$ cat config.mk
export PLATFORM = sky130hd
export DESIGN_NAME = riscv_if_pc_fetch_flat
export DESIGN_NICKNAME = d
export VERILOG_FILES = /design/src/rtl/riscv_if_pc_fetch_pkg.sv /design/src/rtl/riscv_if_pc_fetch_if.sv /design/src/rtl/riscv_if_pc_fetch.sv /design/src/flat_wrapper.sv
export SDC_FILE = /design/constraint.sdc
export NUM_CORES = 1
export LEC_CHECK = 0
export ABC_CLOCK_PERIOD_IN_PS = 2600
export CORE_AREA = 2 2 149 151
export DETAILED_ROUTE_END_ITERATION = 6
export DIE_AREA = 0 0 151 153
export HOLD_SLACK_MARGIN = 0.08
export PLACE_DENSITY = 0.8
export SLEW_MARGIN = 15
export SYNTH_ARGS = -nofsm -noshare
export SYNTH_HDL_FRONTEND = slang
export SYNTH_SLANG_ARGS = --single-unit
$ cat constraint.sdc
create_clock -name i_clk -period 2.6 [get_ports i_clk]
set_clock_uncertainty 0.2 [all_clocks]
set_input_delay 0.52 -clock i_clk [delete_from_list [all_inputs] [get_ports i_clk]]
set_output_delay 0.52 -clock i_clk [all_outputs]
set_load 0.05 [all_outputs]
$ cat src/rtl/riscv_if_pc_fetch_pkg.sv
// Shared types and constants for the instruction-fetch PC sequencer.
package riscv_if_pc_fetch_pkg;

   typedef enum logic [1:0] {
      IDLE = 2'd0,
      REQ  = 2'd1,
      WAIT = 2'd2,
      HOLD = 2'd3
   } fetch_state_t;

   // Canonical RISC-V NOP (addi x0, x0, 0), delivered in place of faulted fetches
   localparam logic [31:0] INST_NOP = 32'h0000_0013;
   localparam int unsigned PC_STEP  = 4;

endpackage

$ cat src/rtl/riscv_if_pc_fetch_if.sv
// Instruction-memory request/response channels plus the fetch-to-decode channel.
interface riscv_if_pc_fetch_if #(
   parameter int unsigned DATA_WIDTH = 64,
   parameter int unsigned INST_WIDTH = 32
);

   logic                  o_imem_req_valid;
   logic                  i_imem_req_ready;
   logic [DATA_WIDTH-1:0] o_imem_addr;
   logic                  i_imem_rsp_valid;
   logic                  o_imem_rsp_ready;
   logic [INST_WIDTH-1:0] i_imem_rsp_data;
   logic                  i_imem_rsp_err;
   logic                  o_inst_valid;
   logic                  i_inst_ready;
   logic [INST_WIDTH-1:0] o_inst;
   logic [DATA_WIDTH-1:0] o_inst_pc;
   logic                  o_inst_err;

   // Fetch unit side
   modport master (
      output o_imem_req_valid, o_imem_addr, o_imem_rsp_ready,
             o_inst_valid, o_inst, o_inst_pc, o_inst_err,
      input  i_imem_req_ready, i_imem_rsp_valid, i_imem_rsp_data,
             i_imem_rsp_err, i_inst_ready
   );

   // Memory / decode side
   modport slave (
      input  o_imem_req_valid, o_imem_addr, o_imem_rsp_ready,
             o_inst_valid, o_inst, o_inst_pc, o_inst_err,
      output i_imem_req_ready, i_imem_rsp_valid, i_imem_rsp_data,
             i_imem_rsp_err, i_inst_ready
   );

endinterface

$ cat src/rtl/riscv_if_pc_fetch.sv
// Fetch PC sequencer: one outstanding imem read, delivers instruction+PC to decode,
// and restarts at the execute-stage redirect target, dropping stale data.
module riscv_if_pc_fetch
   import riscv_if_pc_fetch_pkg::*;
#(
   parameter int unsigned          DATA_WIDTH = 64,
   parameter int unsigned          INST_WIDTH = 32,
   parameter logic [DATA_WIDTH-1:0] RESET_PC  = {DATA_WIDTH{1'b0}}
) (
   input  logic                  i_clk,
   input  logic                  i_rst_n,
   input  logic                  i_jump_branch,
   input  logic [DATA_WIDTH-1:0] i_target_pc,
   riscv_if_pc_fetch_if.master   fetch_bus
);

   fetch_state_t          state_q, state_d;
   logic [DATA_WIDTH-1:0] pc_q, pc_d;
   logic [DATA_WIDTH-1:0] pend_pc_q, pend_pc_d;
   logic                  stale_q, stale_d;
   logic                  req_valid_q;
   logic                  rsp_ready_q;
   logic                  hold_q;
   logic [INST_WIDTH-1:0] inst_q, inst_d;
   logic [DATA_WIDTH-1:0] inst_pc_q;
   logic                  inst_err_q;
   logic                  cap_d;
   logic [DATA_WIDTH-1:0] tgt_s;
   logic                  unused_tgt_s;

   // Compressed instructions are unsupported, so targets are word aligned
   assign tgt_s        = {i_target_pc[DATA_WIDTH-1:2], 2'b00};
   assign unused_tgt_s = ^i_target_pc[1:0];

   // Next-state, PC and redirect bookkeeping; redirect outranks every other event
   always_comb begin
      state_d   = state_q;
      pc_d      = pc_q;
      pend_pc_d = pend_pc_q;
      stale_d   = stale_q;
      cap_d     = 1'b0;
      inst_d    = fetch_bus.i_imem_rsp_data;
      if (fetch_bus.i_imem_rsp_err) begin
         inst_d = INST_WIDTH'(INST_NOP);
      end else begin
         inst_d = fetch_bus.i_imem_rsp_data;
      end
      case (state_q)
         IDLE: begin
            if (i_jump_branch) begin
               pc_d = tgt_s;
            end else begin
               pc_d = pc_q;
            end
            state_d = REQ;
         end
         REQ: begin
            // The request already on the bus keeps its address; its response is marked stale
            if (i_jump_branch) begin
               stale_d   = 1'b1;
               pend_pc_d = tgt_s;
            end else begin
               stale_d   = stale_q;
            end
            if (fetch_bus.i_imem_req_ready) begin
               state_d = WAIT;
            end else begin
               state_d = REQ;
            end
         end
         WAIT: begin
            if (i_jump_branch && fetch_bus.i_imem_rsp_valid) begin
               pc_d    = tgt_s;
               stale_d = 1'b0;
               state_d = REQ;
            end else if (i_jump_branch) begin
               stale_d   = 1'b1;
               pend_pc_d = tgt_s;
            end else if (fetch_bus.i_imem_rsp_valid && stale_q) begin
               pc_d    = pend_pc_q;
               stale_d = 1'b0;
               state_d = REQ;
            end else if (fetch_bus.i_imem_rsp_valid) begin
               cap_d   = 1'b1;
               state_d = HOLD;
            end else begin
               state_d = WAIT;
            end
         end
         HOLD: begin
            if (i_jump_branch) begin
               pc_d    = tgt_s;
               state_d = REQ;
            end else if (fetch_bus.i_inst_ready) begin
               pc_d    = pc_q + DATA_WIDTH'(PC_STEP);
               state_d = REQ;
            end else begin
               state_d = HOLD;
            end
         end
         default: begin
            state_d = IDLE;
         end
      endcase
   end

   // State, PC and registered channel outputs
   always_ff @(posedge i_clk) begin
      if (!i_rst_n) begin
         state_q     <= IDLE;
         pc_q        <= RESET_PC;
         pend_pc_q   <= {DATA_WIDTH{1'b0}};
         stale_q     <= 1'b0;
         req_valid_q <= 1'b0;
         rsp_ready_q <= 1'b0;
         hold_q      <= 1'b0;
         inst_q      <= {INST_WIDTH{1'b0}};
         inst_pc_q   <= {DATA_WIDTH{1'b0}};
         inst_err_q  <= 1'b0;
      end else begin
         state_q     <= state_d;
         pc_q        <= pc_d;
         pend_pc_q   <= pend_pc_d;
         stale_q     <= stale_d;
         req_valid_q <= (state_d == REQ);
         rsp_ready_q <= (state_d == WAIT);
         hold_q      <= (state_d == HOLD);
         if (cap_d) begin
            inst_q     <= inst_d;
            inst_pc_q  <= pc_q;
            inst_err_q <= fetch_bus.i_imem_rsp_err;
         end else begin
            inst_q     <= inst_q;
            inst_pc_q  <= inst_pc_q;
            inst_err_q <= inst_err_q;
         end
      end
   end

   assign fetch_bus.o_imem_req_valid = req_valid_q;
   assign fetch_bus.o_imem_addr      = pc_q;
   assign fetch_bus.o_imem_rsp_ready = rsp_ready_q;
   // A redirect squashes the held instruction in the same cycle
   assign fetch_bus.o_inst_valid     = hold_q & ~i_jump_branch;
   assign fetch_bus.o_inst           = inst_q;
   assign fetch_bus.o_inst_pc        = inst_pc_q;
   assign fetch_bus.o_inst_err       = inst_err_q;

endmodule

$ cat src/flat_wrapper.sv
// flat-port wrapper written by rule: the top's interface ports become plain ports
module riscv_if_pc_fetch_flat import riscv_if_pc_fetch_pkg::*;
#(
   parameter int unsigned          DATA_WIDTH = 64,
   parameter int unsigned          INST_WIDTH = 32,
   parameter logic [DATA_WIDTH-1:0] RESET_PC  = {DATA_WIDTH{1'b0}}
)
  (i_clk, i_rst_n, i_jump_branch, i_target_pc, fetch_bus_o_imem_req_valid, fetch_bus_o_imem_addr, fetch_bus_o_imem_rsp_ready, fetch_bus_o_inst_valid, fetch_bus_o_inst, fetch_bus_o_inst_pc, fetch_bus_o_inst_err, fetch_bus_i_imem_req_ready, fetch_bus_i_imem_rsp_valid, fetch_bus_i_imem_rsp_data, fetch_bus_i_imem_rsp_err, fetch_bus_i_inst_ready);
  riscv_if_pc_fetch_if #(.DATA_WIDTH(DATA_WIDTH), .INST_WIDTH(INST_WIDTH)) fetch_bus_i ();
  input  logic i_clk;
  input  logic i_rst_n;
  input  logic i_jump_branch;
  input  logic [DATA_WIDTH-1:0] i_target_pc;
  output wire logic [$bits(fetch_bus_i.o_imem_req_valid)-1:0] fetch_bus_o_imem_req_valid;
  output wire logic [$bits(fetch_bus_i.o_imem_addr)-1:0] fetch_bus_o_imem_addr;
  output wire logic [$bits(fetch_bus_i.o_imem_rsp_ready)-1:0] fetch_bus_o_imem_rsp_ready;
  output wire logic [$bits(fetch_bus_i.o_inst_valid)-1:0] fetch_bus_o_inst_valid;
  output wire logic [$bits(fetch_bus_i.o_inst)-1:0] fetch_bus_o_inst;
  output wire logic [$bits(fetch_bus_i.o_inst_pc)-1:0] fetch_bus_o_inst_pc;
  output wire logic [$bits(fetch_bus_i.o_inst_err)-1:0] fetch_bus_o_inst_err;
  input wire logic [$bits(fetch_bus_i.i_imem_req_ready)-1:0] fetch_bus_i_imem_req_ready;
  input wire logic [$bits(fetch_bus_i.i_imem_rsp_valid)-1:0] fetch_bus_i_imem_rsp_valid;
  input wire logic [$bits(fetch_bus_i.i_imem_rsp_data)-1:0] fetch_bus_i_imem_rsp_data;
  input wire logic [$bits(fetch_bus_i.i_imem_rsp_err)-1:0] fetch_bus_i_imem_rsp_err;
  input wire logic [$bits(fetch_bus_i.i_inst_ready)-1:0] fetch_bus_i_inst_ready;
  assign fetch_bus_o_imem_req_valid = fetch_bus_i.o_imem_req_valid;
  assign fetch_bus_o_imem_addr = fetch_bus_i.o_imem_addr;
  assign fetch_bus_o_imem_rsp_ready = fetch_bus_i.o_imem_rsp_ready;
  assign fetch_bus_o_inst_valid = fetch_bus_i.o_inst_valid;
  assign fetch_bus_o_inst = fetch_bus_i.o_inst;
  assign fetch_bus_o_inst_pc = fetch_bus_i.o_inst_pc;
  assign fetch_bus_o_inst_err = fetch_bus_i.o_inst_err;
  assign fetch_bus_i.i_imem_req_ready = fetch_bus_i_imem_req_ready;
  assign fetch_bus_i.i_imem_rsp_valid = fetch_bus_i_imem_rsp_valid;
  assign fetch_bus_i.i_imem_rsp_data = fetch_bus_i_imem_rsp_data;
  assign fetch_bus_i.i_imem_rsp_err = fetch_bus_i_imem_rsp_err;
  assign fetch_bus_i.i_inst_ready = fetch_bus_i_inst_ready;
  riscv_if_pc_fetch #(.DATA_WIDTH(DATA_WIDTH), .INST_WIDTH(INST_WIDTH), .RESET_PC(RESET_PC)) u_core (.i_clk(i_clk), .i_rst_n(i_rst_n), .i_jump_branch(i_jump_branch), .i_target_pc(i_target_pc), .fetch_bus(fetch_bus_i));
endmodule
==> results.py, run 1 <==
metrics = {
    "outcome": {
        "outcome": "finished clean",
    },
    "grt": {
        "antenna_found_initial": 1,
        "grt_max_degree": 76,
        "grt_usage_pct": 32.1,
        "grt_pass1_wl_um": 59100,
        "met1_usage_pct": 45.7,
        "use_met2_pct": 50.3,
        "grt_pass1_vias": 10800,
        "busiest_layer": "met2",
        "grt_remaining_overflow": 0,
        "met3_usage_pct": 6.60,
    },
    "setup_path": {
        "crit_buf_inv": 2,
        "worstSetupEndpointType": "output pin",
        "crit_slowest_cell": "clkdlybuf4s50_1",
        "startpoint_type": "register",
        "required_ps": 1880,
        "cp.arrival_ps": 1870,
        "slowest_delay_ps": 830,
        "crit_family": "buffers and inverters",
        "crit_type": "register to output pin",
        "critPathMaxFanout": 8,
        "cp_cell_sequence": "buf_4 > clkdlybuf4s50_1",
    },
    "synth": {
        "postSynthAreaPerCell_um2": 7.69,
        "yosysUniqueCellTypes": 78,
        "synth-simple-area-share_pct": 26.8,
        "synth_edf_count": 0,
        "ys_warn_count": 0,
        "synth_seq_cells": 225,
        "synth_cells": 1373,
        "yosys.area.top_type_share_pct": 42.7,
        "synthesis.area_um2": 10600,
        "yosysSeqAreaShare_pct": 42.7,
        "muxShareOfSynthArea_pct": 0.972,
        "synthAdderAreaFrac_pct": 0.118,
        "synthArstFlopShare_pct": 0,
        "synth_xor_area_share_pct": 0.581,
        "synth_compound_area_share_pct": 24.0,
        "synth_top_family_by_area": "simple AND/OR/NAND/NOR gates",
        "synth_top_cell_by_area": "dfxtp_1",
        "synth_area_leaders": "dfxtp_1 43%, nand2_1 13%, a21oi_1 9.2%",
        "synth_ff_type": "dfxtp_1",
    },
    "power": {
        "p_int_mw": 6.38,
        "switching_share_pct": 29.4,
        "pwr-share-comb_pct": 19.0,
        "ir_drop_mv": 0.486,
        "clock_power_share_pct": 39.6,
        "p_seq_share_pct": 41.4,
        "p_leak_nw": 5.75,
        "p_switching_mw": 2.66,
        "p_total_mw": 9.05,
        "cellPowerDensity_nw_per_um2": 591,
    },
    "detailed_routing": {
        "dr.pass1.iters": 6,
        "routed_wl_um": 39200,
        "vias": 11900,
        "drt_iter0_drc": 1344,
        "detail-route-antenna-nets": 0,
        "drcViolationCount": 0,
        "wl_per_cell_um": 19.6,
        "vias_per_cell": 5.93,
    },
    "clock_tree": {
        "cts-root-buf": "clkbuf_16",
        "cts_sinks": 225,
        "clk_latency_ps": 530,
        "h-tree-depth": 1,
        "cts_tree": "yes",
        "cts_buffer_depth": 3,
        "clkTransAtPathRegs_ps": 60,
        "cts_buffers": 24,
    },
    "min_path": {
        "hp-class": "register to register",
    },
    "sta": {
        "maxSlewViolCount": 0,
        "min_period_ps": 2590,
        "fmax_ghz": 0.386,
        "rsz0062_at_grt": "no",
        "worst_slack_ps": 11.0,
        "period_share_pct": 99.6,
        "relSlewSlack_pct": 59.2,
        "finalHoldViolCount": 0,
        "worstMarginPinSlew_ps": 610,
        "setup_viol": 0,
    },
    "die": {
        "start_util_pct": 49.1,
        "dieWidth_um": 151,
        "die-area_um2": 23100,
        "die_height_um": 153,
        "ios": 267,
        "core-area_um2": 21500,
        "num_rows": 54,
    },
    "placed_design": {
        "gp_congestion": 0.961,
        "place_ws_ps": -203,
        "numPortBuffers": 260,
        "dpl.cell_count": 1956,
        "hpwl_um": 28400,
    },
    "cells_and_area": {
        "nNetsFinal": 1806,
        "area_delta_synth_final_pct": 44.9,
        "antenna_cells": 0,
        "fin_cells": 2000,
        "drive_gt1_share_pct": 14.1,
    },
    "run": {
        "maxCapViolations": 0,
    },
}
-- worst reg2reg max path: cells and delay by family, from the launching register on --
kind	cells	cell delay (ps)
DFF	1	470
and+or+nand+nor	4	1350
AOI/OAI and AO/OA	1	310
xor gates and xnor gates	1	120
-- cell usage after synthesis (all sizes together), types with 3 or more instances --
cell type	instances
nor2b	6
o211ai	6
a222oi	6
nor3	33
nand4	18
a31oi	9
a22o	6
a211oi	6
nor2	61
a221o	11
o221a	3
buf	29
and4	5
nand3	29
o31a	5
inv	12
nand3b	30
and3	12
a21oi	195
a221oi	23
and2	7
o21ai	58
o21a	4
o31ai	8
a22oi	24
xnor2	5
clkbuf	86
o221ai	4
nand2b	5
mux2i	8
dfxtp	225
o22ai	16
nand4b	3
o41ai	5
nor4	19
or4	6
o2bb2ai	3
nand2	353
-- per-stage QoR --
step	util [%]	setup TNS (ps)	hold slack (ps)	area (µm²)
6_report	71.2	0	249	15300
5_1_grt	71.2	0	268	15300
3_5_place_dp	67.3	-13680	244	14500
3_3_place_gp	67.3	-12130	238	14500
2_1_floorplan	-	0	232	10600
4_1_cts	71.0	0	251	15300
-- area by class of cell --
class                   count  area (µm²)
flip-flops and latches    225        4520
well taps                 280         350
repair buffers            415        3950
clock buffers              30         664
clock inverters            14         154
inverters                  12        50.0
fillers                  1727        6190
multi-input cells        1024        5620
-- per-layer routing --
metal	up-vias	routed length [µm]
met4	0	806
met3	87	4540
met5	-	0
met1	5536	16400
li1	5551	-
met2	689	17400
-- sequential cells by signal (all words and copies together), names as in the netlist --
register,flops
u_core.fetch_bus.o_imem_addr,62
u_core.hold_q,1
u_core.fetch_bus.o_imem_req_valid,1
u_core.fetch_bus.o_imem_rsp_ready,1
u_core.fetch_bus.o_inst_err,1
u_core.state_q,2
u_core.stale_q,1
u_core.fetch_bus.o_inst,32
u_core.pend_pc_q,62
u_core.fetch_bus.o_inst_pc,62
-- final timing paths --
path | start | end | slack (ps) | cells past startpoint
setup / recovery | u_core.fetch_bus.o_imem_addr[26] | fetch_bus_o_imem_addr[26] | 10 | 2
hold / removal | u_core.fetch_bus.o_inst[9] | u_core.fetch_bus.o_inst[9] | 250 | 2
setup reg to reg | u_core.fetch_bus.o_imem_addr[7] | u_core.fetch_bus.o_imem_addr[57] | 50 | 6
hold reg to reg | u_core.fetch_bus.o_inst[9] | u_core.fetch_bus.o_inst[9] | 250 | 2
-- kinds of logic after synthesis --
group,Yosys count
and+or+nand+nor,594
AOI/OAI and AO/OA,408
DFF,225
buffers and inverters,127
muxes,10
xor gates and xnor gates,7
adders and majority gates,1
other,1
-- power by group through the flow --
stage / Sequential, mW / Clock, mW / Combinational, mW
after floorplan: 4.12 / 0 / 0.564
after global placement: 3.81 / 0 / 1.68
after detailed placement: 3.82 / 0 / 1.70
after CTS: 3.74 / 3.62 / 1.69
after global routing: 3.76 / 3.75 / 1.81
final: 3.75 / 3.58 / 1.72
-- repair_timing --
action	4_1_cts	5_1_grt
setup endpoints to repair	21	12
buffers inserted	0	0
resized for setup	21	12
hold buffers	0	0
-- cells in the final DEF, fill, tap and decap left out, types with 6 or more instances in the layout --
cell,synthesis,routed
buf_4,6,144
a22oi_1,24,24
inv_1,11,11
nand4_1,16,16
a21oi_1,195,194
nand3_1,26,26
o22ai_1,16,16
o31ai_1,8,8
a222oi_1,6,6
dfxtp_2,0,10
clkdlybuf4s50_1,0,224
a31oi_1,9,9
a211oi_1,6,6
nor3_1,31,31
a221o_1,11,11
a221oi_1,23,23
nor2_1,61,60
mux2i_1,8,8
dfxtp_1,225,215
o211ai_1,6,6
nand2_1,352,352
o21ai_0,56,56
nor4_1,13,12
dlygate4sd2_1,0,21
nor2b_1,6,6
buf_12,0,15
nand3b_1,30,30
and3_1,11,11
dlymetal6s2s_1,0,11
a22o_1,6,6
clkinv_2,0,8
clkbuf_16,0,25
(Power assumes the default switching activity.)
==> run 2: changes to the inputs <==
--- a/config.mk
+++ b/config.mk
@@ -6,9 +6,9 @@
 export NUM_CORES = 1
 export LEC_CHECK = 0
 export ABC_CLOCK_PERIOD_IN_PS = 2600
-export CORE_AREA = 2 2 149 151
+export CORE_AREA = 2 2 106 211
 export DETAILED_ROUTE_END_ITERATION = 6
-export DIE_AREA = 0 0 151 153
+export DIE_AREA = 0 0 108 213
 export HOLD_SLACK_MARGIN = 0.08
 export PLACE_DENSITY = 0.8
 export SLEW_MARGIN = 15
==> run 2 against run 1 <==
  * Final cell count decreased by 0.30%
  * Clock-buffer cell count down 1
  * Clock power fell by 6%
  * Final area about the same
  * Combinational power about the same
  * Setup slack better by 3.8 ps
  * Critical path depth stayed put
  * Routed wire length rose by 6.8%
  * Non-clock buffer count rose by 7
  * Power down 2.2%
  * Critical endpoint is now fetch_bus_o_imem_addr[31]
==> results.py, run 2 (synthesized netlist as in run 1, its figures left out) <==
metrics = {
    "outcome": {
        "outcome": "finished clean",
    },
    "min_path": {
        "holdPathEnd": "u_core.fetch_bus.o_inst_pc[50]",
        "hold_start": "u_core.fetch_bus.o_inst_pc[50]",
        "holdPathStages": 2,
        "hp-class": "register to register",
    },
    "setup_path": {
        "crit_type": "register to output pin",
        "reg2reg_from": "u_core.fetch_bus.o_imem_addr[11]",
        "r2r_cells": 6,
        "worstReg2RegEnd": "u_core.fetch_bus.o_imem_addr[56]",
        "worstSetupEndpointType": "output pin",
        "startpoint_type": "register",
        "cp.arrival_ps": 1870,
        "critPathMaxFanout": 5,
        "required_ps": 1880,
        "ff2ff_setup_slack_ps": 180,
    },
    "clock_tree": {
        "h-tree-depth": 1,
        "cts-root-buf": "clkbuf_16",
        "cts_tree": "yes",
        "cts_hold_buffers": 0,
        "clkTransAtPathRegs_ps": 70,
        "clk_latency_ps": 520,
        "cts_buffers": 21,
        "cts_sinks": 225,
        "cts_buffer_depth": 3,
    },
    "cells_and_area": {
        "finish.utilization_pct": 71.5,
        "drive_gt1_share_pct": 14.0,
        "fin_cells": 1994,
        "final_common_cell": "nand2_1",
        "area_delta_synth_final_pct": 44.8,
        "nNetsFinal": 1810,
        "fill_cells": 1666,
        "layout_common_cells": "352 x nand2_1, 230 x clkdlybuf4s50_1, 215 x dfxtp_1",
    },
    "sta": {
        "finalHoldViolCount": 0,
        "setup_viol": 0,
        "rsz0062_at_grt": "no",
        "min_period_ps": 2590,
        "holdWs_ps": 251,
        "period_share_pct": 99.4,
        "worstMarginPinSlew_ps": 683,
        "relSlewSlack_pct": 54.1,
        "maxSlewViolCount": 0,
        "fmax_ghz": 0.387,
    },
    "power": {
        "cellPowerDensity_nw_per_um2": 579,
        "p_leak_nw": 5.72,
        "ir_drop_mv": 0.539,
    },
    "die": {
        "core-area_um2": 21400,
        "start_util_pct": 49.4,
        "die_height_um": 213,
        "num_rows": 76,
        "die-area_um2": 23000,
        "dieWidth_um": 108,
        "ios": 267,
    },
    "grt": {
        "grt_max_degree": 135,
        "grt_pass1_wl_um": 62400,
        "antenna_found_initial": 1,
        "grt_pass1_vias": 11700,
        "grt_remaining_overflow": 0,
        "grt_usage_pct": 35.4,
    },
    "placed_design": {
        "gp_congestion": 0.953,
        "dpl.cell_count": 1952,
        "hpwl_um": 30700,
        "numPortBuffers": 260,
    },
    "detailed_routing": {
        "dr.pass1.iters": 6,
        "vias": 12000,
        "drcViolationCount": 0,
        "detail-route-antenna-nets": 0,
        "vias_per_cell": 6.02,
        "wl_per_cell_um": 21.0,
        "drt_iter0_drc": 1007,
        "routed_wl_um": 41800,
    },
    "run": {
        "maxCapViolations": 0,
    },
}
## run 2: cell count changes in the layout (fill, tap and decap cells not counted), moves of 2 or more
cell / previous run / this run
clkbuf_16: 25 / 21
clkinv_2: 8 / 2
buf_4: 144 / 148
clkbuf_8: 2 / 4
dlygate4sd2_1: 21 / 17
clkdlybuf4s50_1: 224 / 230
## run 2: timing repair
item | CTS | global route
pin swaps | 0 | 3
gates resized for setup | 17 | 12
setup endpoints to repair | 17 | 15
buffers inserted | 0 | 4
## run 2: worst max path at each step
stage                                                start                               end  slack, ps  cells after the start
after floorplan           u_core.fetch_bus.o_imem_addr[12]  u_core.fetch_bus.o_imem_addr[56]          4                      6
after global placement                       i_jump_branch  u_core.fetch_bus.o_imem_addr[63]       -420                      8
after detailed placement                     i_jump_branch  u_core.fetch_bus.o_imem_addr[63]       -520                      8
after CTS                 u_core.fetch_bus.o_imem_addr[28]         fetch_bus_o_imem_addr[28]        0.1                      2
after global routing      u_core.fetch_bus.o_imem_addr[31]         fetch_bus_o_imem_addr[31]        0.7                      2
final                     u_core.fetch_bus.o_imem_addr[31]         fetch_bus_o_imem_addr[31]         10                      2
## run 2: critical path: stages, from the launching register on
cell and delay (ps):
dfxtp_1 340, buf_4 170, clkdlybuf4s50_1 840
## run 2: power by group
group / switching (mW) / total, mW / internal (mW)
Clock: 1.38 / 3.38 / 2.00
Combinational: 1.04 / 1.72 / 0.673
Sequential: 0.151 / 3.75 / 3.60
Total: 2.57 / 8.85 / 6.27
## run 2: final cells by class
| type | count | area, µm² | share of cell area (%) |
|---|---|---|---|
| Multi-Input combinational cell | 1024 | 5620 | 36.7 |
| Inverter | 12 | 50.0 | 0.327 |
| Clock buffer | 29 | 596 | 3.90 |
| Sequential cell | 225 | 4520 | 29.5 |
| Tap cell | 273 | 342 | 2.23 |
| Clock inverter | 8 | 146 | 0.958 |
| Timing Repair Buffer | 422 | 4020 | 26.3 |
| Antenna cell | 1 | 2.50 | 0.0164 |
## run 2: metal layers
metal  routed length [µm]  part of all wire [%]  global-route usage (%)
met5                    0                     0                       0
met4                 4620                    11                    34.4
met3                 2520                   6.0                    5.31
met2                21300                    51                    62.1
met1                13400                    32                    34.0
## run 2: per-stage QoR
stage / TNS [ps] / area [µm²] / power (mW) / setup WS (ps)
3_3_place_gp: -23830 / 14500 / 5.49 / -422
4_1_cts: 0 / 15200 / 8.85 / 0.142
3_5_place_dp: -32730 / 14500 / 5.52 / -525
2_1_floorplan: 0 / 10600 / 4.68 / 3.59
5_1_grt: 0 / 15300 / 9.11 / 0.657
6_report: 0 / 15300 / 8.85 / 14.8
